File: config.mk
export PLATFORM = sky130hd
export DESIGN_NAME = instr_fetch
export DESIGN_NICKNAME = d
export VERILOG_FILES = /design/src/rtl/instr_fetch.sv
export SDC_FILE = /design/constraint.sdc
export NUM_CORES = 1
export LEC_CHECK = 0
export ABC_AREA = 1
export CORE_MARGIN = 1.5
export CORE_UTILIZATION = 30
export CTS_BUF_LIST = sky130_fd_sc_hd__clkbuf_16
export DETAILED_ROUTE_END_ITERATION = 7
export GPL_TIMING_DRIVEN = 0
export MAX_ROUTING_LAYER = met4
export PLACE_DENSITY = 0.56
export SYNTH_ARGS = -nofsm -noshare
export SYNTH_HDL_FRONTEND = slang
export SYNTH_SLANG_ARGS = --single-unit
File: constraint.sdc
create_clock -name clk -period 3 [get_ports clk]
set_input_delay 0.45 -clock clk [delete_from_list [all_inputs] [get_ports clk]]
set_output_delay 0.45 -clock clk [all_outputs]
set_load 0.02 [all_outputs]
File: src/rtl/instr_fetch.sv
// Instruction fetch unit: issues halfword reads to program flash, buffers the
// returned halfwords and presents aligned 16/32-bit instructions with their PC.
module instr_fetch #(
    parameter int PMEM_WIDTH  = 10,
    parameter int EXTENSION_C = 1,
    parameter int RESET_PC    = 0
) (
    input  logic                  clk,
    input  logic                  rst,
    output logic                  pmem_ce,
    output logic [PMEM_WIDTH-1:0] pmem_a,
    input  logic [15:0]           pmem_d,
    output logic                  instr_valid,
    input  logic                  instr_ready,
    output logic [31:0]           instr,
    output logic                  instr_is_32bit,
    output logic [PMEM_WIDTH:0]   instr_pc,
    input  logic                  redirect,
    input  logic [PMEM_WIDTH:0]   redirect_pc
);

    localparam logic [31:0]           RESET_PC_W = RESET_PC;
    localparam logic [PMEM_WIDTH-1:0] FA_RST     = RESET_PC_W[PMEM_WIDTH:1];
    localparam logic [PMEM_WIDTH-1:0] FA_ONE     = {{(PMEM_WIDTH-1){1'b0}}, 1'b1};
    localparam logic [PMEM_WIDTH:0]   PC_TWO     = {{(PMEM_WIDTH-1){1'b0}}, 2'b10};
    localparam logic [PMEM_WIDTH:0]   PC_FOUR    = {{(PMEM_WIDTH-2){1'b0}}, 3'b100};

    logic [15:0]           buf0_q, buf1_q, buf2_q;
    logic [15:0]           buf0_d, buf1_d, buf2_d;
    logic [1:0]            count_q, count_d;
    logic                  inflight_q, inflight_d;
    logic                  discard_q, discard_d;
    logic [PMEM_WIDTH-1:0] fa_q, fa_d;
    logic [PMEM_WIDTH:0]   pc_q, pc_d;

    logic                  len32;
    logic                  fire;
    logic                  issue;
    logic                  append;
    logic [1:0]            consumed;
    logic [1:0]            slot;
    logic [2:0]            occ;

    assign len32       = (EXTENSION_C == 0) || (buf0_q[1:0] == 2'b11);
    assign instr_valid = len32 ? (count_q >= 2'd2) : (count_q >= 2'd1);
    assign fire        = instr_valid && instr_ready;
    assign consumed    = !fire ? 2'd0 : (len32 ? 2'd2 : 2'd1);
    assign occ         = {1'b0, count_q} + {2'b00, inflight_q};
    // The read returning in a redirect cycle belongs to the old stream; it is
    // dropped because the buffer restarts empty, and discard covers the cycle after.
    assign issue       = !rst && !redirect && (occ <= 3'd2);
    assign append      = inflight_q && !discard_q;
    assign slot        = count_q - consumed;

    assign pmem_ce        = issue;
    assign pmem_a         = fa_q;
    assign instr          = len32 ? {buf1_q, buf0_q} : {16'h0000, buf0_q};
    assign instr_is_32bit = len32;
    assign instr_pc       = pc_q;

    always_comb begin
        buf0_d     = buf0_q;
        buf1_d     = buf1_q;
        buf2_d     = buf2_q;
        count_d    = count_q - consumed + {1'b0, append};
        inflight_d = issue;
        discard_d  = 1'b0;
        fa_d       = issue ? fa_q + FA_ONE : fa_q;
        pc_d       = pc_q;

        case (consumed)
            2'd1: begin
                buf0_d = buf1_q;
                buf1_d = buf2_q;
                buf2_d = 16'h0000;
            end
            2'd2: begin
                buf0_d = buf2_q;
                buf1_d = 16'h0000;
                buf2_d = 16'h0000;
            end
            default: ;
        endcase

        if (append) begin
            case (slot)
                2'd0:    buf0_d = pmem_d;
                2'd1:    buf1_d = pmem_d;
                default: buf2_d = pmem_d;
            endcase
        end

        if (fire) begin
            pc_d = pc_q + (len32 ? PC_FOUR : PC_TWO);
        end

        if (redirect) begin
            buf0_d    = buf0_q;
            buf1_d    = buf1_q;
            buf2_d    = buf2_q;
            count_d   = 2'd0;
            pc_d      = {redirect_pc[PMEM_WIDTH:1], 1'b0};
            fa_d      = redirect_pc[PMEM_WIDTH:1];
            discard_d = inflight_q;
        end
    end

    always_ff @(posedge clk) begin
        if (rst) begin
            buf0_q     <= 16'h0000;
            buf1_q     <= 16'h0000;
            buf2_q     <= 16'h0000;
            count_q    <= 2'd0;
            inflight_q <= 1'b0;
            discard_q  <= 1'b0;
            fa_q       <= FA_RST;
            pc_q       <= {FA_RST, 1'b0};
        end else begin
            buf0_q     <= buf0_d;
            buf1_q     <= buf1_d;
            buf2_q     <= buf2_d;
            count_q    <= count_d;
            inflight_q <= inflight_d;
            discard_q  <= discard_d;
            fa_q       <= fa_d;
            pc_q       <= pc_d;
        end
    end

endmodule

==> report_table.html, run 1 <==
<table>
<tr><th>Metric</th><th>Value</th></tr>
<tr><th colspan="2">Yosys</th></tr>
<tr><td>Leading cell types by total area after synthesis</td><td>sky130_fd_sc_hd__dfxtp_1 32%, sky130_fd_sc_hd__nand2_1 19%, sky130_fd_sc_hd__nand3_1 9.9%</td></tr>
<tr><td>Unique cell type count in the Yosys netlist</td><td>34</td></tr>
<tr><td>Post-Synthesis Mean Instance Area</td><td>5.93 µm²</td></tr>
<tr><td>Count of state elements after synthesis</td><td>72</td></tr>
<tr><td>Part of the Yosys area used for sequential elements</td><td>32.1%</td></tr>
<tr><td>Dominant cell type by area after synthesis</td><td>sky130_fd_sc_hd__dfxtp_1</td></tr>
<tr><td>Dominant cell by count in the synthesized netlist</td><td>sky130_fd_sc_hd__nand2_1</td></tr>
<tr><td>Share of async-settable or async-resettable flops after synthesis</td><td>0%</td></tr>
<tr><td>Top_reg_cell synth</td><td>sky130_fd_sc_hd__dfxtp_1</td></tr>
<tr><td>Total standard cell area after synthesis</td><td>4490 µm²</td></tr>
<tr><td>Yosys warning total</td><td>0</td></tr>
<tr><td>Synthesized instance count</td><td>758</td></tr>
<tr><td>Number of nets produced by synthesis</td><td>798</td></tr>
<tr><td>Count of flip-flops with a built-in enable after synthesis</td><td>0</td></tr>
<tr><td>Commonest cells post-synth</td><td>233 x sky130_fd_sc_hd__nand2_1, 101 x sky130_fd_sc_hd__inv_1, 98 x sky130_fd_sc_hd__nor2_1</td></tr>
<tr><td>Share of Yosys cell area claimed by the top area cell type</td><td>32.1%</td></tr>
<tr><th colspan="2">Placed design</th></tr>
<tr><td>HPWL after detailed placement</td><td>10.7 mm</td></tr>
<tr><td>Place WS</td><td>0.0305 ns</td></tr>
<tr><td>GPL Wtd Cong</td><td>0.871</td></tr>
<tr><td>Number of buffer cells added on primary ports</td><td>82</td></tr>
<tr><th colspan="2">Power</th></tr>
<tr><td>Peak VDD IR</td><td>235 µV</td></tr>
<tr><td>P_int</td><td>1810 µW</td></tr>
<tr><td>Net Sw Frac</td><td>29.3%</td></tr>
<tr><td>Combinational Power Share</td><td>17.6%</td></tr>
<tr><td>Sequential fraction of design power</td><td>40.7%</td></tr>
<tr><td>Pwr/cell area</td><td>437 nW/µm²</td></tr>
<tr><td>Switching power</td><td>750 µW</td></tr>
<tr><td>Part of the total power dissipated in the clock network</td><td>41.6%</td></tr>
<tr><td>Leakage power summed over all cells</td><td>0.00266 µW</td></tr>
<tr><td>Overall power after layout</td><td>2560 µW</td></tr>
<tr><th colspan="2">Drt</th></tr>
<tr><td>Post-DRT Antenna Nets</td><td>0</td></tr>
<tr><td>Via count normalized by instance count</td><td>4.74</td></tr>
<tr><td>Number of DRC markers after the initial detailed-route iteration</td><td>407</td></tr>
<tr><td>Final routed wire length divided by cell count</td><td>14.4 µm</td></tr>
<tr><td>DRC violations left</td><td>0</td></tr>
<tr><td>Total detailed-routing wirelength</td><td>15.0 mm</td></tr>
<tr><td>Total via count after detailed routing</td><td>4933</td></tr>
<tr><td>DR pass1 iterations</td><td>6</td></tr>
<tr><th colspan="2">STA</th></tr>
<tr><td>Highest attainable clock frequency</td><td>0.365 GHz</td></tr>
<tr><td>Final setup vio count</td><td>0</td></tr>
<tr><td>Worst setup skew after layout</td><td>0.00705 ns</td></tr>
<tr><td>Hold violation total from the final report</td><td>0</td></tr>
<tr><td>Slew at the pin with the worst max-slew slack</td><td>0.663 ns</td></tr>
<tr><td>Max-slew violation count</td><td>0</td></tr>
<tr><td>Sum of negative setup slack</td><td>0 ns</td></tr>
<tr><td>Max-Slew Margin vs Limit</td><td>55.8%</td></tr>
<tr><td>Hold slack final</td><td>0.452 ns</td></tr>
<tr><td>Post-route fraction of the period consumed by the critical path</td><td>91.4%</td></tr>
<tr><td>Worst Slack Setup Final</td><td>0.258 ns</td></tr>
<tr><td>RSZ-0062 raised after global routing</td><td>false</td></tr>
<tr><td>Shortest period the worst path allows</td><td>2.74 ns</td></tr>
<tr><th colspan="2">Floorplan</th></tr>
<tr><td>Area inside the core boundary</td><td>14600 µm²</td></tr>
<tr><td>Floorplan die height</td><td>125 µm</td></tr>
<tr><td>Placement Rows</td><td>44</td></tr>
<tr><td>Total I/O pin count</td><td>87</td></tr>
<tr><td>Effective utilization at floorplan</td><td>30.8%</td></tr>
<tr><td>Floorplan die area</td><td>15700 µm²</td></tr>
<tr><td>Die X</td><td>125 µm</td></tr>
<tr><th colspan="2">Global routing</th></tr>
<tr><td>Global Route Usage Sum</td><td>20.4%</td></tr>
<tr><td>GRT met1 Usage</td><td>26.6%</td></tr>
<tr><td>Wire length of the first global-routing pass</td><td>24.5 mm</td></tr>
<tr><td>Met2 routing resource usage after global routing</td><td>31.0%</td></tr>
<tr><td>Total overflow reported by the global router</td><td>0</td></tr>
<tr><td>Met3 track utilization from global routing</td><td>5.65%</td></tr>
<tr><td>Layer carrying the most global-route usage</td><td>met2</td></tr>
<tr><td>Number of antenna violations at the first check in global routing</td><td>0</td></tr>
<tr><td>Vias in the first global route</td><td>4656</td></tr>
<tr><td>Maximum number of pins on one net before global-route repair</td><td>12</td></tr>
<tr><th colspan="2">Clock tree</th></tr>
<tr><td>Clk sinks</td><td>72</td></tr>
<tr><td>Maximum count of clock buffers along a single path</td><td>2</td></tr>
<tr><td>Number of levels the H-tree was split into</td><td>3</td></tr>
<tr><td>Clock network latency to the later pin of the worst-skew pair</td><td>0.35 ns</td></tr>
<tr><td>Clock tree from TritonCTS</td><td>yes</td></tr>
<tr><td>Master cell of the clock root buffer</td><td>sky130_fd_sc_hd__clkbuf_16</td></tr>
<tr><td>Register clock-pin slew on the reported worst setup and hold paths</td><td>0.06 ns</td></tr>
<tr><td>Hold-fix buffers at CTS</td><td>0</td></tr>
<tr><td>TritonCTS Buffers</td><td>9</td></tr>
<tr><th colspan="2">Finish</th></tr>
<tr><td>Fraction of layout instances using a drive strength above 1</td><td>5.96%</td></tr>
<tr><td>Fillers</td><td>1595</td></tr>
<tr><td>Number of antenna cells inserted</td><td>0</td></tr>
<tr><td>Number of nets at the end of the flow</td><td>891</td></tr>
<tr><td>Layout overhead on the synthesized area</td><td>30.3%</td></tr>
<tr><th colspan="2">Worst hold path</th></tr>
<tr><td>Worst Hold Path EP</td><td>buf2_q[7]</td></tr>
<tr><td>Hold crit path type</td><td>reg2reg</td></tr>
<tr><td>Hold-critical path depth</td><td>2</td></tr>
<tr><td>Beginning of the worst hold path</td><td>buf2_q[7]</td></tr>
<tr><th colspan="2">Worst setup path</th></tr>
<tr><td>Largest delay share family, worst path</td><td>simple AND/OR/NAND/NOR gates</td></tr>
<tr><td>Setup slack of the worst register-to-register path</td><td>0.26 ns</td></tr>
<tr><td>Capturing element type of the critical path</td><td>register</td></tr>
<tr><td>Type of element launching the critical path</td><td>register</td></tr>
<tr><td>Worst reg2reg path startpoint</td><td>buf0_q[1]</td></tr>
<tr><td>Signal arrival time at the worst endpoint</td><td>3.03 ns</td></tr>
<tr><td>CP peak stage delay</td><td>0.44 ns</td></tr>
<tr><td>Cells along the critical path</td><td>nand2_1 -&gt; buf_2 -&gt; o211ai_4 -&gt; inv_2 -&gt; buf_4 -&gt; ha_1 -&gt; nor2_2 -&gt; nand2_2 -&gt; buf_2 -&gt; nand2_1 -&gt; nand3_1 -&gt; nand2_1</td></tr>
<tr><td>WP buf/inv</td><td>4</td></tr>
<tr><td>CP Class</td><td>reg2reg</td></tr>
<tr><td>Critical-path cell with the highest stage delay</td><td>sky130_fd_sc_hd__dfxtp_1</td></tr>
<tr><td>Reg2Reg Depth</td><td>12</td></tr>
<tr><td>Largest fanout on the critical path</td><td>10</td></tr>
<tr><td>Critical path's most frequent cell</td><td>sky130_fd_sc_hd__nand2_1</td></tr>
<tr><td>Data required time at the worst endpoint</td><td>3.29 ns</td></tr>
<tr><td>Capture instance of the worst register-to-register path</td><td>buf1_q[7]</td></tr>
<tr><th colspan="2">Status</th></tr>
<tr><td>Result of the run</td><td>complete, no violations</td></tr>
<tr><th colspan="2">Run</th></tr>
<tr><td>Max Cap Violations</td><td>0</td></tr>
</table>
==> kinds of logic after synthesis <==
group                      Yosys count  share of synthesized area, %
other                                1                        0.0834
xor gates and xnor gates             4                         0.780
muxes                                1                         0.223
and+or+nand+nor                    452                          42.3
DFF                                 72                          32.1
AOI/OAI and AO/OA                   78                          9.27
buffers and inverters              141                          12.6
adders and majority gates            9                          2.67
==> worst min-delay path, delay by kind of cell (launching register included) <==
family / cells / cell delay [ns]
AND/OR/NAND/NOR: 2 / 0.10
flip-flops: 1 / 0.31
==> through the flow <==
step                      utilization, %  cell area [µm²]  instances
final                               40.1             5850       1040
after global routing                40.1             5850       1040
after CTS                           39.9             5830       1040
after detailed placement            38.0             5550       1024
after global placement              38.0             5550       1024
after floorplan                        -             4490        758
==> power by group through the flow <==
stage	Clock, µW	Sequential [µW]	Combinational, µW
global route	1130	1050	501
CTS	1090	1040	447
finish	1070	1040	451
floorplan	0	1090	224
detailed placement	0	1060	445
global placement	0	1060	444
==> repair_timing <==
item / 4_1_cts / 5_1_grt
pin swaps: 0 / 1
endpoints found under the setup margin: 1 / 29
gates resized for setup: 1 / 8
buffers inserted: 0 / 0
==> per-layer routing <==
| metal | part of all wire, % | vias to the layer above |
|---|---|---|
| met5 | 0 | - |
| met2 | 45 | 151 |
| met1 | 47 | 2203 |
| met4 | 1.5 | 0 |
| met3 | 6.9 | 15 |
| li1 | - | 2564 |
==> final cells by class <==
type	count	area, µm²	share of cell area [%]
inverters	105	394	6.73
well taps	184	230	3.93
clock buffers	9	225	3.85
multi-input cells	545	2510	42.8
clock inverters	7	53.8	0.919
plain buffers	36	180	3.08
flip-flops and latches	72	1440	24.6
repair buffers	82	821	14.0
==> sequential cells by signal (all words and copies together) (netlist names) <==
register,cells
buf0_q,16
buf1_q,16
buf2_q,16
count_q,2
discard_q,1
inflight_q,1
instr_pc,10
pmem_a,10
==> layout by cell type (no fill, tap or decap), drive strengths merged, types with 3 or more instances in the layout <==
master | netlist | routed
xor2 | 3 | 3
o21ai | 36 | 36
a21oi | 33 | 33
clkdlybuf4s50 | 0 | 82
nor2 | 102 | 102
nor3 | 3 | 3
nand4 | 17 | 17
clkbuf | 12 | 23
a31oi | 3 | 3
clkinv | 0 | 5
inv | 105 | 106
nand2 | 236 | 236
nand3 | 91 | 91
buf | 24 | 22
ha | 8 | 8
dfxtp | 72 | 72
==> worst max-delay path by stage <==
stage	from	to	cells past startpoint
after floorplan	buf0_q[1]	instr_pc[8]	12
after global placement	buf0_q[0]	buf0_q[1]	13
after detailed placement	buf0_q[0]	buf0_q[1]	13
after CTS	buf0_q[0]	buf0_q[1]	13
after global routing	buf0_q[1]	buf0_q[14]	14
final	buf0_q[1]	buf1_q[7]	12
Power figures use the tool's default switching activity.
==> run 2: changes to the inputs <==
--- a/config.mk
+++ b/config.mk
@@ -5,14 +5,14 @@
 export SDC_FILE = /design/constraint.sdc
 export NUM_CORES = 1
 export LEC_CHECK = 0
-export ABC_AREA = 1
 export CORE_MARGIN = 1.5
 export CORE_UTILIZATION = 30
 export CTS_BUF_LIST = sky130_fd_sc_hd__clkbuf_16
 export DETAILED_ROUTE_END_ITERATION = 7
 export GPL_TIMING_DRIVEN = 0
 export MAX_ROUTING_LAYER = met4
-export PLACE_DENSITY = 0.56
+export PLACE_DENSITY = 0.57
 export SYNTH_ARGS = -nofsm -noshare
 export SYNTH_HDL_FRONTEND = slang
 export SYNTH_SLANG_ARGS = --single-unit
+export TNS_END_PERCENT = 30
==> run 2 against run 1 <==
  * Clock skew is 0.0042 ns higher
  * First-iteration DRC count is 33% lower
  * Die area is 12% lower
  * Critical path depth is 7 lower
  * Combinational power is 14% lower
  * Wire length is 7.7% lower
  * Sequential power hardly changed
  * Worst hold slack better by 0.045 ns
  * Critical path type is now reg2out
  * Register-to-register slack worse by 0.08 ns
  * Sequential share of layout area is 2.3 points higher
  * Largest power group unchanged
==> report_table.html, run 2 <==
<table>
<tr><th>Metric</th><th>Value</th></tr>
<tr><th colspan="2">Finish</th></tr>
<tr><td>Fillers</td><td>1312 (-18%)</td></tr>
<tr><td>Layout overhead on the synthesized area</td><td>35.2%</td></tr>
<tr><td>Most common cell after layout, fill and taps aside</td><td>sky130_fd_sc_hd__clkdlybuf4s50_1</td></tr>
<tr><td>Fraction of layout instances using a drive strength above 1</td><td>7.93% (+2.0 points)</td></tr>
<tr><td>Registers with the most flip-flops</td><td>buf0_q x16, buf1_q x16, buf2_q x16</td></tr>
<tr><td>Number of antenna cells inserted</td><td>0 (unchanged)</td></tr>
<tr><td>Number of nets at the end of the flow</td><td>628 (-30%)</td></tr>
<tr><td>Number of standard cells in the layout, taps in and fillers out</td><td>765 (-26%)</td></tr>
<tr><td>Commonest cells after routing, fill and taps aside</td><td>80 x sky130_fd_sc_hd__clkdlybuf4s50_1, 71 x sky130_fd_sc_hd__dfxtp_1, 56 x sky130_fd_sc_hd__o21ai_0, 41 x sky130_fd_sc_hd__nand2_1, 36 x sky130_fd_sc_hd__o211ai_1</td></tr>
<tr><th colspan="2">Floorplan</th></tr>
<tr><td>Total I/O pin count</td><td>87 (unchanged)</td></tr>
<tr><td>Effective utilization at floorplan</td><td>31.0% (+0.21 points)</td></tr>
<tr><td>Die X</td><td>118 µm (-6.0%)</td></tr>
<tr><td>Floorplan die height</td><td>118 µm (-6.0%)</td></tr>
<tr><td>Floorplan die area</td><td>13900 µm² (-12%)</td></tr>
<tr><td>Area inside the core boundary</td><td>12800 µm² (-12%)</td></tr>
<tr><td>Placement Rows</td><td>41 (-6.8%)</td></tr>
<tr><th colspan="2">Power</th></tr>
<tr><td>Pwr/cell area</td><td>469 nW/µm² (+7.2%)</td></tr>
<tr><td>P_int</td><td>1800 µW (-0.43%)</td></tr>
<tr><td>Part of the total power dissipated in the clock network</td><td>43.5% (+1.9 points)</td></tr>
<tr><td>Leakage power summed over all cells</td><td>0.00187 µW (-30%)</td></tr>
<tr><td>Overall power after layout</td><td>2510 µW (-1.9%)</td></tr>
<tr><td>Net Sw Frac</td><td>28.3% (-1.0 points)</td></tr>
<tr><td>Combinational Power Share</td><td>15.4% (-2.2 points)</td></tr>
<tr><td>Peak VDD IR</td><td>275 µV (+17%)</td></tr>
<tr><td>Switching power</td><td>710 µW (-5.4%)</td></tr>
<tr><td>Sequential fraction of design power</td><td>41.0% (+0.3 points)</td></tr>
<tr><th colspan="2">STA</th></tr>
<tr><td>Post-route fraction of the period consumed by the critical path</td><td>94.3% (+2.9 points)</td></tr>
<tr><td>Highest attainable clock frequency</td><td>0.354 GHz (-3.0%)</td></tr>
<tr><td>RSZ-0062 raised after global routing</td><td>false</td></tr>
<tr><td>Slew at the pin with the worst max-slew slack</td><td>0.881 ns (+0.218 ns)</td></tr>
<tr><td>Final setup vio count</td><td>0 (unchanged)</td></tr>
<tr><td>Worst setup skew after layout</td><td>0.0112 ns (+0.00415 ns)</td></tr>
<tr><td>Max-Slew Margin vs Limit</td><td>41.1% (-15 points)</td></tr>
<tr><td>Hold violation total from the final report</td><td>0 (unchanged)</td></tr>
<tr><td>Shortest period the worst path allows</td><td>2.83 ns (+0.0859 ns)</td></tr>
<tr><td>Max-slew violation count</td><td>0 (unchanged)</td></tr>
<tr><th colspan="2">Yosys</th></tr>
<tr><td>Post-Synthesis Mean Instance Area</td><td>8.04 µm² (+36%)</td></tr>
<tr><td>Number of nets produced by synthesis</td><td>533 (-33%)</td></tr>
<tr><td>Top_reg_cell synth</td><td>sky130_fd_sc_hd__dfxtp_1</td></tr>
<tr><td>Share of synthesized area spent on multiplexers</td><td>0% (-0.22 points)</td></tr>
<tr><td>Dominant cell type by area after synthesis</td><td>sky130_fd_sc_hd__dfxtp_1</td></tr>
<tr><td>Dominant cell by count in the synthesized netlist</td><td>sky130_fd_sc_hd__dfxtp_1</td></tr>
<tr><td>Leading cell types by total area after synthesis</td><td>sky130_fd_sc_hd__dfxtp_1 36%, sky130_fd_sc_hd__o21ai_0 7.1%, sky130_fd_sc_hd__o211ai_1 6.8%</td></tr>
<tr><td>Synthesized-area fraction occupied by ao, oa, aoi and oai cells</td><td>33.3% (+24 points)</td></tr>
<tr><td>Share of async-settable or async-resettable flops after synthesis</td><td>0% (unchanged)</td></tr>
<tr><td>Synthesized instance count</td><td>493 (-35%)</td></tr>
<tr><td>Synth Area in XOR/XNOR</td><td>2.43% (+1.7 points)</td></tr>
<tr><td>Simple-Gate Fraction of Synth Area</td><td>16.8% (-26 points)</td></tr>
<tr><td>Yosys warning total</td><td>0 (unchanged)</td></tr>
<tr><td>Commonest cells post-synth</td><td>72 x sky130_fd_sc_hd__dfxtp_1, 56 x sky130_fd_sc_hd__o21ai_0, 42 x sky130_fd_sc_hd__nand2_1</td></tr>
<tr><td>Unique cell type count in the Yosys netlist</td><td>46 (+35%)</td></tr>
<tr><td>Count of flip-flops with a built-in enable after synthesis</td><td>0 (unchanged)</td></tr>
<tr><td>Count of state elements after synthesis</td><td>72 (unchanged)</td></tr>
<tr><td>Total standard cell area after synthesis</td><td>3960 µm² (-12%)</td></tr>
<tr><td>Part of the Yosys area used for sequential elements</td><td>36.4% (+4.3 points)</td></tr>
<tr><td>Combinational family with the most area after synthesis</td><td>compound AO/OA/AOI/OAI gates</td></tr>
<tr><td>Adder-cell share of the synthesized area</td><td>3.03% (+0.36 points)</td></tr>
<tr><td>Share of Yosys cell area claimed by the top area cell type</td><td>36.4% (+4.3 points)</td></tr>
<tr><th colspan="2">Drt</th></tr>
<tr><td>Number of DRC markers after the initial detailed-route iteration</td><td>271 (-33%)</td></tr>
<tr><td>Total detailed-routing wirelength</td><td>13.8 mm (-7.7%)</td></tr>
<tr><td>Post-DRT Antenna Nets</td><td>0 (unchanged)</td></tr>
<tr><td>Via count normalized by instance count</td><td>5.51 (+16%)</td></tr>
<tr><td>Final routed wire length divided by cell count</td><td>18.1 µm (+26%)</td></tr>
<tr><td>Total via count after detailed routing</td><td>4217 (-15%)</td></tr>
<tr><td>DR pass1 iterations</td><td>5 (-1)</td></tr>
<tr><td>DRC violations left</td><td>0 (unchanged)</td></tr>
<tr><th colspan="2">Clock tree</th></tr>
<tr><td>TritonCTS Buffers</td><td>9 (unchanged)</td></tr>
<tr><td>Clock tree from TritonCTS</td><td>yes</td></tr>
<tr><td>Number of levels the H-tree was split into</td><td>3 (unchanged)</td></tr>
<tr><td>Register clock-pin slew on the reported worst setup and hold paths</td><td>0.06 ns (about the same)</td></tr>
<tr><td>Clock network latency to the later pin of the worst-skew pair</td><td>0.34 ns (about the same)</td></tr>
<tr><td>Maximum count of clock buffers along a single path</td><td>2 (unchanged)</td></tr>
<tr><td>Master cell of the clock root buffer</td><td>sky130_fd_sc_hd__clkbuf_16</td></tr>
<tr><td>Hold-fix buffers at CTS</td><td>0 (unchanged)</td></tr>
<tr><td>Clk sinks</td><td>72 (unchanged)</td></tr>
<tr><th colspan="2">Worst setup path</th></tr>
<tr><td>Setup slack of the worst register-to-register path</td><td>0.18 ns (-0.08 ns)</td></tr>
<tr><td>CP Class</td><td>reg2out</td></tr>
<tr><td>Worst setup path endpoint</td><td>instr[21]</td></tr>
<tr><td>Type of element launching the critical path</td><td>register</td></tr>
<tr><td>Capture instance of the worst register-to-register path</td><td>buf0_q[13]</td></tr>
<tr><td>Worst reg2reg path startpoint</td><td>buf0_q[1]</td></tr>
<tr><td>CP startpoint</td><td>buf0_q[1]</td></tr>
<tr><td>Capturing element type of the critical path</td><td>primary output</td></tr>
<tr><td>Reg2Reg Depth</td><td>12 (unchanged)</td></tr>
<tr><td>Signal arrival time at the worst endpoint</td><td>2.38 ns (-0.65 ns)</td></tr>
<tr><td>Data required time at the worst endpoint</td><td>2.55 ns (-0.74 ns)</td></tr>
<tr><td>Largest fanout on the critical path</td><td>10 (unchanged)</td></tr>
<tr><th colspan="2">Placed design</th></tr>
<tr><td>HPWL after detailed placement</td><td>9.81 mm (-8.6%)</td></tr>
<tr><td>Placed instance count</td><td>747 (-27%)</td></tr>
<tr><td>GPL Wtd Cong</td><td>0.845 (-2.9%)</td></tr>
<tr><td>Number of buffer cells added on primary ports</td><td>82 (unchanged)</td></tr>
<tr><th colspan="2">Global routing</th></tr>
<tr><td>Number of antenna violations at the first check in global routing</td><td>0 (unchanged)</td></tr>
<tr><td>Vias in the first global route</td><td>4144 (-11%)</td></tr>
<tr><td>Global Route Usage Sum</td><td>20.2% (-0.24 points)</td></tr>
<tr><td>Wire length of the first global-routing pass</td><td>21.8 mm (-11%)</td></tr>
<tr><td>Maximum number of pins on one net before global-route repair</td><td>14 (+2)</td></tr>
<tr><td>Total overflow reported by the global router</td><td>0 (unchanged)</td></tr>
<tr><th colspan="2">Status</th></tr>
<tr><td>Result of the run</td><td>complete, no violations</td></tr>
<tr><th colspan="2">Run</th></tr>
<tr><td>Max Cap Violations</td><td>0 (unchanged)</td></tr>
<tr><th colspan="2">Worst hold path</th></tr>
<tr><td>Hold crit path type</td><td>reg2reg</td></tr>
<tr><td>Hold-critical path depth</td><td>2 (unchanged)</td></tr>
</table>
==> run 2: timing repair <==
item	CTS	global route
pin swaps	3	0
setup endpoints to repair	50	33
setup buffers	2	0
gates resized for setup	16	5
==> run 2: area by class of cell <==
class / count / area [µm²] / area share (%)
Buffer: 44 / 213 / 3.97
Clock inverter: 7 / 72.6 / 1.35
Multi-Input combinational cell: 345 / 2230 / 41.7
Inverter: 32 / 120 / 2.24
Timing Repair Buffer: 84 / 835 / 15.6
Clock buffer: 9 / 225 / 4.20
Tap cell: 172 / 215 / 4.02
Sequential cell: 72 / 1440 / 26.9
==> run 2: how the worst min path moves through the flow <==
stage / startpoint / end / slack [ns]
finish: buf2_q[12] / buf2_q[12] / 0.50
floorplan: buf1_q[0] / buf1_q[0] / 0.46
global route: buf2_q[12] / buf2_q[12] / 0.52
CTS: buf2_q[12] / buf2_q[12] / 0.49
global placement: buf2_q[4] / buf2_q[4] / 0.47
detailed placement: buf2_q[12] / buf2_q[12] / 0.49
==> run 2: power by group through the flow <==
stage	clock network, µW	registers [µW]	logic, µW
3_3_place_gp	0	1050	371
4_1_cts	1090	1030	385
5_1_grt	1130	1040	418
3_5_place_dp	0	1050	376
6_report	1090	1030	387
2_1_floorplan	0	1080	170
==> run 2: per-stage QoR <==
stage / TNS [ns] / util (%) / setup slack (ns) / area [µm²] / hold slack, ns
final: 0 / 41.9 / 0.172 / 5360 / 0.497
after floorplan: 0 / - / 0.0951 / 3960 / 0.460
after detailed placement: -46.31 / 39.1 / -1.19 / 5000 / 0.486
after global placement: -40.26 / 39.1 / -1.05 / 5000 / 0.473
after CTS: 0 / 41.9 / 0.0136 / 5350 / 0.494
after global routing: 0 / 41.9 / 0.0144 / 5360 / 0.520
==> run 2: layer usage <==
layer  share of wire [%]  global-route usage [%]  vias to the layer above
met5                   0                       -                        -
met4                 1.9                    7.39                        0
met3                 6.0                    2.91                       26
met2                  46                    31.5                      183
met1                  46                    26.5                     1989
li1                    -                       -                     2019
==> run 2: logic make-up after synthesis <==
| family | Yosys count |
|---|---|
| AO/OA/AOI/OAI | 191 |
| AND/OR/NAND/NOR | 133 |
| buffers and inverters | 76 |
| flip-flops | 72 |
| XOR/XNOR | 11 |
| adder cells (fa/ha/maj) | 9 |
| other | 1 |
==> run 2: worst max-delay path: stages (launching register included) <==
cell,delay (ns)
sky130_fd_sc_hd__dfxtp_1,0.33
sky130_fd_sc_hd__buf_2,0.20
sky130_fd_sc_hd__clkbuf_1,0.38
sky130_fd_sc_hd__clkbuf_1,0.33
sky130_fd_sc_hd__and3_1,0.21
sky130_fd_sc_hd__clkdlybuf4s50_1,0.60
==> run 3: changes to the inputs <==
==> constraint.sdc (replaced) <==
create_clock -name clk -period 3 [get_ports clk]
set_input_delay 0.45 -clock clk [delete_from_list [all_inputs] [get_ports clk]]
set_output_delay 0.45 -clock clk [all_outputs]
set_load 0.1 [all_outputs]
==> run 3 against run 2 <==
  * Via count rose by 0.52%
  * Die area unchanged
  * Clock power fell by 6%
  * Maximum frequency fell by 0.26%
  * Non-clock buffer count up 2
  * Final cell count up 0.26%
  * Wire length grew 0.91%
  * Critical path type unchanged
  * Highest routed layer unchanged
==> report_table.html, run 3 (synthesized netlist as in run 2, its figures left out) <==
<table>
<tr><th>Metric</th><th>Value</th></tr>
<tr><th colspan="2">Finish</th></tr>
<tr><td>Fillers</td><td>1294 (-1.4%)</td></tr>
<tr><td>Share of the core filled with cells in the final layout</td><td>42.5% (+0.56 points)</td></tr>
<tr><td>Number of antenna cells inserted</td><td>0 (unchanged)</td></tr>
<tr><td>Area of the multi-input gates</td><td>2260 µm² (+1.4%)</td></tr>
<tr><td>Most common cell after layout, fill and taps aside</td><td>sky130_fd_sc_hd__dfxtp_1</td></tr>
<tr><td>Layout overhead on the synthesized area</td><td>37.0%</td></tr>
<tr><td>Commonest cells after routing, fill and taps aside</td><td>69 x sky130_fd_sc_hd__dfxtp_1, 64 x sky130_fd_sc_hd__clkdlybuf4s50_1, 54 x sky130_fd_sc_hd__o21ai_0, 41 x sky130_fd_sc_hd__nand2_1, 36 x sky130_fd_sc_hd__o211ai_1</td></tr>
<tr><td>Summed area of non-filler cells in the final layout</td><td>5430 µm² (+1.3%)</td></tr>
<tr><td>Fraction of layout instances using a drive strength above 1</td><td>9.75% (+1.8 points)</td></tr>
<tr><td>Sequential cell area</td><td>1450 µm² (+0.52%)</td></tr>
<tr><td>Number of nets at the end of the flow</td><td>630 (+0.32%)</td></tr>
<tr><td>Registers with the most flip-flops</td><td>buf0_q x16, buf1_q x16, buf2_q x16</td></tr>
<tr><th colspan="2">Worst setup path</th></tr>
<tr><td>Largest delay share family, worst path</td><td>buffers and inverters</td></tr>
<tr><td>Type of element launching the critical path</td><td>register</td></tr>
<tr><td>WP buf/inv</td><td>3 (-1)</td></tr>
<tr><td>CP Class</td><td>reg2out</td></tr>
<tr><td>Critical-path cell with the highest stage delay</td><td>sky130_fd_sc_hd__clkdlybuf4s50_1</td></tr>
<tr><td>Signal arrival time at the worst endpoint</td><td>2.38 ns (about the same)</td></tr>
<tr><td>Cells along the critical path</td><td>buf_6 -&gt; nand2_8 -&gt; clkinvlp_4 -&gt; o21ai_2 -&gt; clkdlybuf4s50_1</td></tr>
<tr><td>CP peak stage delay</td><td>1.14 ns (+0.54 ns)</td></tr>
<tr><td>Data required time at the worst endpoint</td><td>2.55 ns (about the same)</td></tr>
<tr><td>Largest fanout on the critical path</td><td>8 (-2)</td></tr>
<tr><td>Capturing element type of the critical path</td><td>primary output</td></tr>
<tr><th colspan="2">Global routing</th></tr>
<tr><td>Vias in the first global route</td><td>4363 (+5.3%)</td></tr>
<tr><td>Number of antenna violations at the first check in global routing</td><td>0 (unchanged)</td></tr>
<tr><td>Layer carrying the most global-route usage</td><td>met2</td></tr>
<tr><td>Total overflow reported by the global router</td><td>0 (unchanged)</td></tr>
<tr><td>GRT met1 Usage</td><td>26.5% (+0.052 points)</td></tr>
<tr><td>Global Route Usage Sum</td><td>21.1% (+0.94 points)</td></tr>
<tr><td>Met3 track utilization from global routing</td><td>4.31% (+1.4 points)</td></tr>
<tr><td>Wire length of the first global-routing pass</td><td>22.8 mm (+4.9%)</td></tr>
<tr><td>Met2 routing resource usage after global routing</td><td>33.0% (+1.5 points)</td></tr>
<tr><td>Maximum number of pins on one net before global-route repair</td><td>12 (-2)</td></tr>
<tr><th colspan="2">Floorplan</th></tr>
<tr><td>Area inside the core boundary</td><td>12800 µm² (unchanged)</td></tr>
<tr><td>Effective utilization at floorplan</td><td>31.0% (unchanged)</td></tr>
<tr><td>Floorplan die height</td><td>118 µm (unchanged)</td></tr>
<tr><td>Die X</td><td>118 µm (unchanged)</td></tr>
<tr><td>Placement Rows</td><td>41 (unchanged)</td></tr>
<tr><td>Floorplan die area</td><td>13900 µm² (unchanged)</td></tr>
<tr><td>Total I/O pin count</td><td>87 (unchanged)</td></tr>
<tr><th colspan="2">STA</th></tr>
<tr><td>RSZ-0062 raised after global routing</td><td>false</td></tr>
<tr><td>Highest attainable clock frequency</td><td>0.353 GHz (-0.26%)</td></tr>
<tr><td>Final setup vio count</td><td>0 (unchanged)</td></tr>
<tr><td>Post-route fraction of the period consumed by the critical path</td><td>94.5% (+0.24 points)</td></tr>
<tr><td>Max-slew violation count</td><td>0 (unchanged)</td></tr>
<tr><td>Shortest period the worst path allows</td><td>2.83 ns (+0.00728 ns)</td></tr>
<tr><td>Max-Slew Margin vs Limit</td><td>33.1% (-8.0 points)</td></tr>
<tr><td>Slew at the pin with the worst max-slew slack</td><td>1.00 ns (+0.120 ns)</td></tr>
<tr><td>Hold violation total from the final report</td><td>0 (unchanged)</td></tr>
<tr><td>Worst setup skew after layout</td><td>0.00712 ns (-0.00408 ns)</td></tr>
<tr><th colspan="2">Power</th></tr>
<tr><td>Net Sw Frac</td><td>32.4% (+4.1 points)</td></tr>
<tr><td>Pwr/cell area</td><td>487 nW/µm² (+4.0%)</td></tr>
<tr><td>Peak VDD IR</td><td>226 µV (-18%)</td></tr>
<tr><td>Part of the total power dissipated in the clock network</td><td>39.0% (-4.5 points)</td></tr>
<tr><td>Combinational Power Share</td><td>22.1% (+6.7 points)</td></tr>
<tr><td>Leakage power summed over all cells</td><td>0.00198 µW (+6.2%)</td></tr>
<tr><td>Sequential fraction of design power</td><td>38.9% (-2.1 points)</td></tr>
<tr><td>P_int</td><td>1790 µW (-0.66%)</td></tr>
<tr><td>Switching power</td><td>857 µW (+21%)</td></tr>
<tr><th colspan="2">Clock tree</th></tr>
<tr><td>Clk sinks</td><td>72 (unchanged)</td></tr>
<tr><td>Clock tree from TritonCTS</td><td>yes</td></tr>
<tr><td>Number of levels the H-tree was split into</td><td>3 (unchanged)</td></tr>
<tr><td>Master cell of the clock root buffer</td><td>sky130_fd_sc_hd__clkbuf_16</td></tr>
<tr><td>Register clock-pin slew on the reported worst setup and hold paths</td><td>0.06 ns (about the same)</td></tr>
<tr><td>TritonCTS Buffers</td><td>9 (unchanged)</td></tr>
<tr><td>Clock network latency to the later pin of the worst-skew pair</td><td>0.34 ns (about the same)</td></tr>
<tr><td>Maximum count of clock buffers along a single path</td><td>2 (unchanged)</td></tr>
<tr><th colspan="2">Drt</th></tr>
<tr><td>Total via count after detailed routing</td><td>4239 (+0.52%)</td></tr>
<tr><td>Final routed wire length divided by cell count</td><td>18.2 µm (+0.65%)</td></tr>
<tr><td>Number of DRC markers after the initial detailed-route iteration</td><td>257 (-5.2%)</td></tr>
<tr><td>Via count normalized by instance count</td><td>5.53 (+0.26%)</td></tr>
<tr><td>Post-DRT Antenna Nets</td><td>0 (unchanged)</td></tr>
<tr><td>DRC violations left</td><td>0 (unchanged)</td></tr>
<tr><td>DR pass1 iterations</td><td>5 (unchanged)</td></tr>
<tr><td>Total detailed-routing wirelength</td><td>14.0 mm (+0.91%)</td></tr>
<tr><th colspan="2">Placed design</th></tr>
<tr><td>Area after detailed placement</td><td>5070 µm² (+1.4%)</td></tr>
<tr><td>HPWL after detailed placement</td><td>9.76 mm (-0.49%)</td></tr>
<tr><td>GPL Wtd Cong</td><td>0.861 (+1.9%)</td></tr>
<tr><td>Number of buffer cells added on primary ports</td><td>82 (unchanged)</td></tr>
<tr><th colspan="2">Status</th></tr>
<tr><td>Result of the run</td><td>complete, no violations</td></tr>
<tr><th colspan="2">Worst hold path</th></tr>
<tr><td>Hold crit path type</td><td>reg2reg</td></tr>
<tr><th colspan="2">Run</th></tr>
<tr><td>Max Cap Violations</td><td>0 (unchanged)</td></tr>
</table>
[run 3: cell types whose count changed in the layout (fill, tap and decap cells not counted), sizes merged]
cell / before / now
clkdlybuf4s50: 80 / 64
buf: 14 / 17
clkdlybuf4s15: 1 / 9
clkbuf: 41 / 42
clkinvlp: 2 / 1
dlymetal6s2s: 0 / 6
clkinv: 4 / 5
[run 3: final timing paths]
| check | startpoint | end | slack [ns] | depth (start not counted) |
|---|---|---|---|---|
| worst max register to register | buf0_q[1] | instr_pc[9] | 0.29 | 10 |
| worst max-delay path | buf0_q[1] | instr_valid | 0.17 | 5 |
| worst min register to register | buf1_q[8] | buf1_q[8] | 0.50 | 2 |
| worst min-delay path | buf1_q[8] | buf1_q[8] | 0.50 | 2 |
[run 3: layer usage]
layer	wire length [µm]	share of wire (%)
met2	6610	47
met4	268	1.9
met1	6220	45
met3	875	6.3
met5	0	0
[run 3: through the flow]
stage	TNS, ns	std cells	power, µW	setup WS (ns)	hold WS [ns]
after floorplan	-0.235	493	1440	-0.235	0.460
after global placement	-23.36	747	1620	-0.674	0.472
after detailed placement	-25.52	747	1620	-0.741	0.483
after CTS	0	767	2650	0.000328	0.493
after global routing	0	767	2730	0.000963	0.506
final	0	767	2650	0.165	0.495
[run 3: power by group through the flow]
stage | logic, µW | registers (µW) | clock network (µW)
floorplan | 195 | 1250 | 0
global placement | 569 | 1050 | 0
detailed placement | 572 | 1050 | 0
CTS | 579 | 1030 | 1040
global route | 618 | 1030 | 1080
finish | 584 | 1030 | 1030
[run 3: layout make-up]
| class | instances | share of cell area, % |
|---|---|---|
| inverter | 32 | 2.28 |
| buffer | 44 | 4.10 |
| tap | 172 | 3.96 |
| clock inverter | 7 | 0.991 |
| clock buffer | 9 | 4.15 |
| timing repair buffer | 86 | 16.1 |
| multi-input combinational | 345 | 41.7 |
| sequential | 72 | 26.7 |
[run 3: what timing repair did]
action | 4_1_cts | 5_1_grt
resized for setup | 43 | 13
setup endpoints to repair | 54 | 38
setup buffers | 4 | 0
hold buffers | 0 | 0
pin swaps | 4 | 0
[run 3: worst min-delay path, delay by kind of cell (launching register included)]
kind            cells  cell delay (ns)
flops               1             0.33
simple gates        1             0.06
compound gates      1             0.06
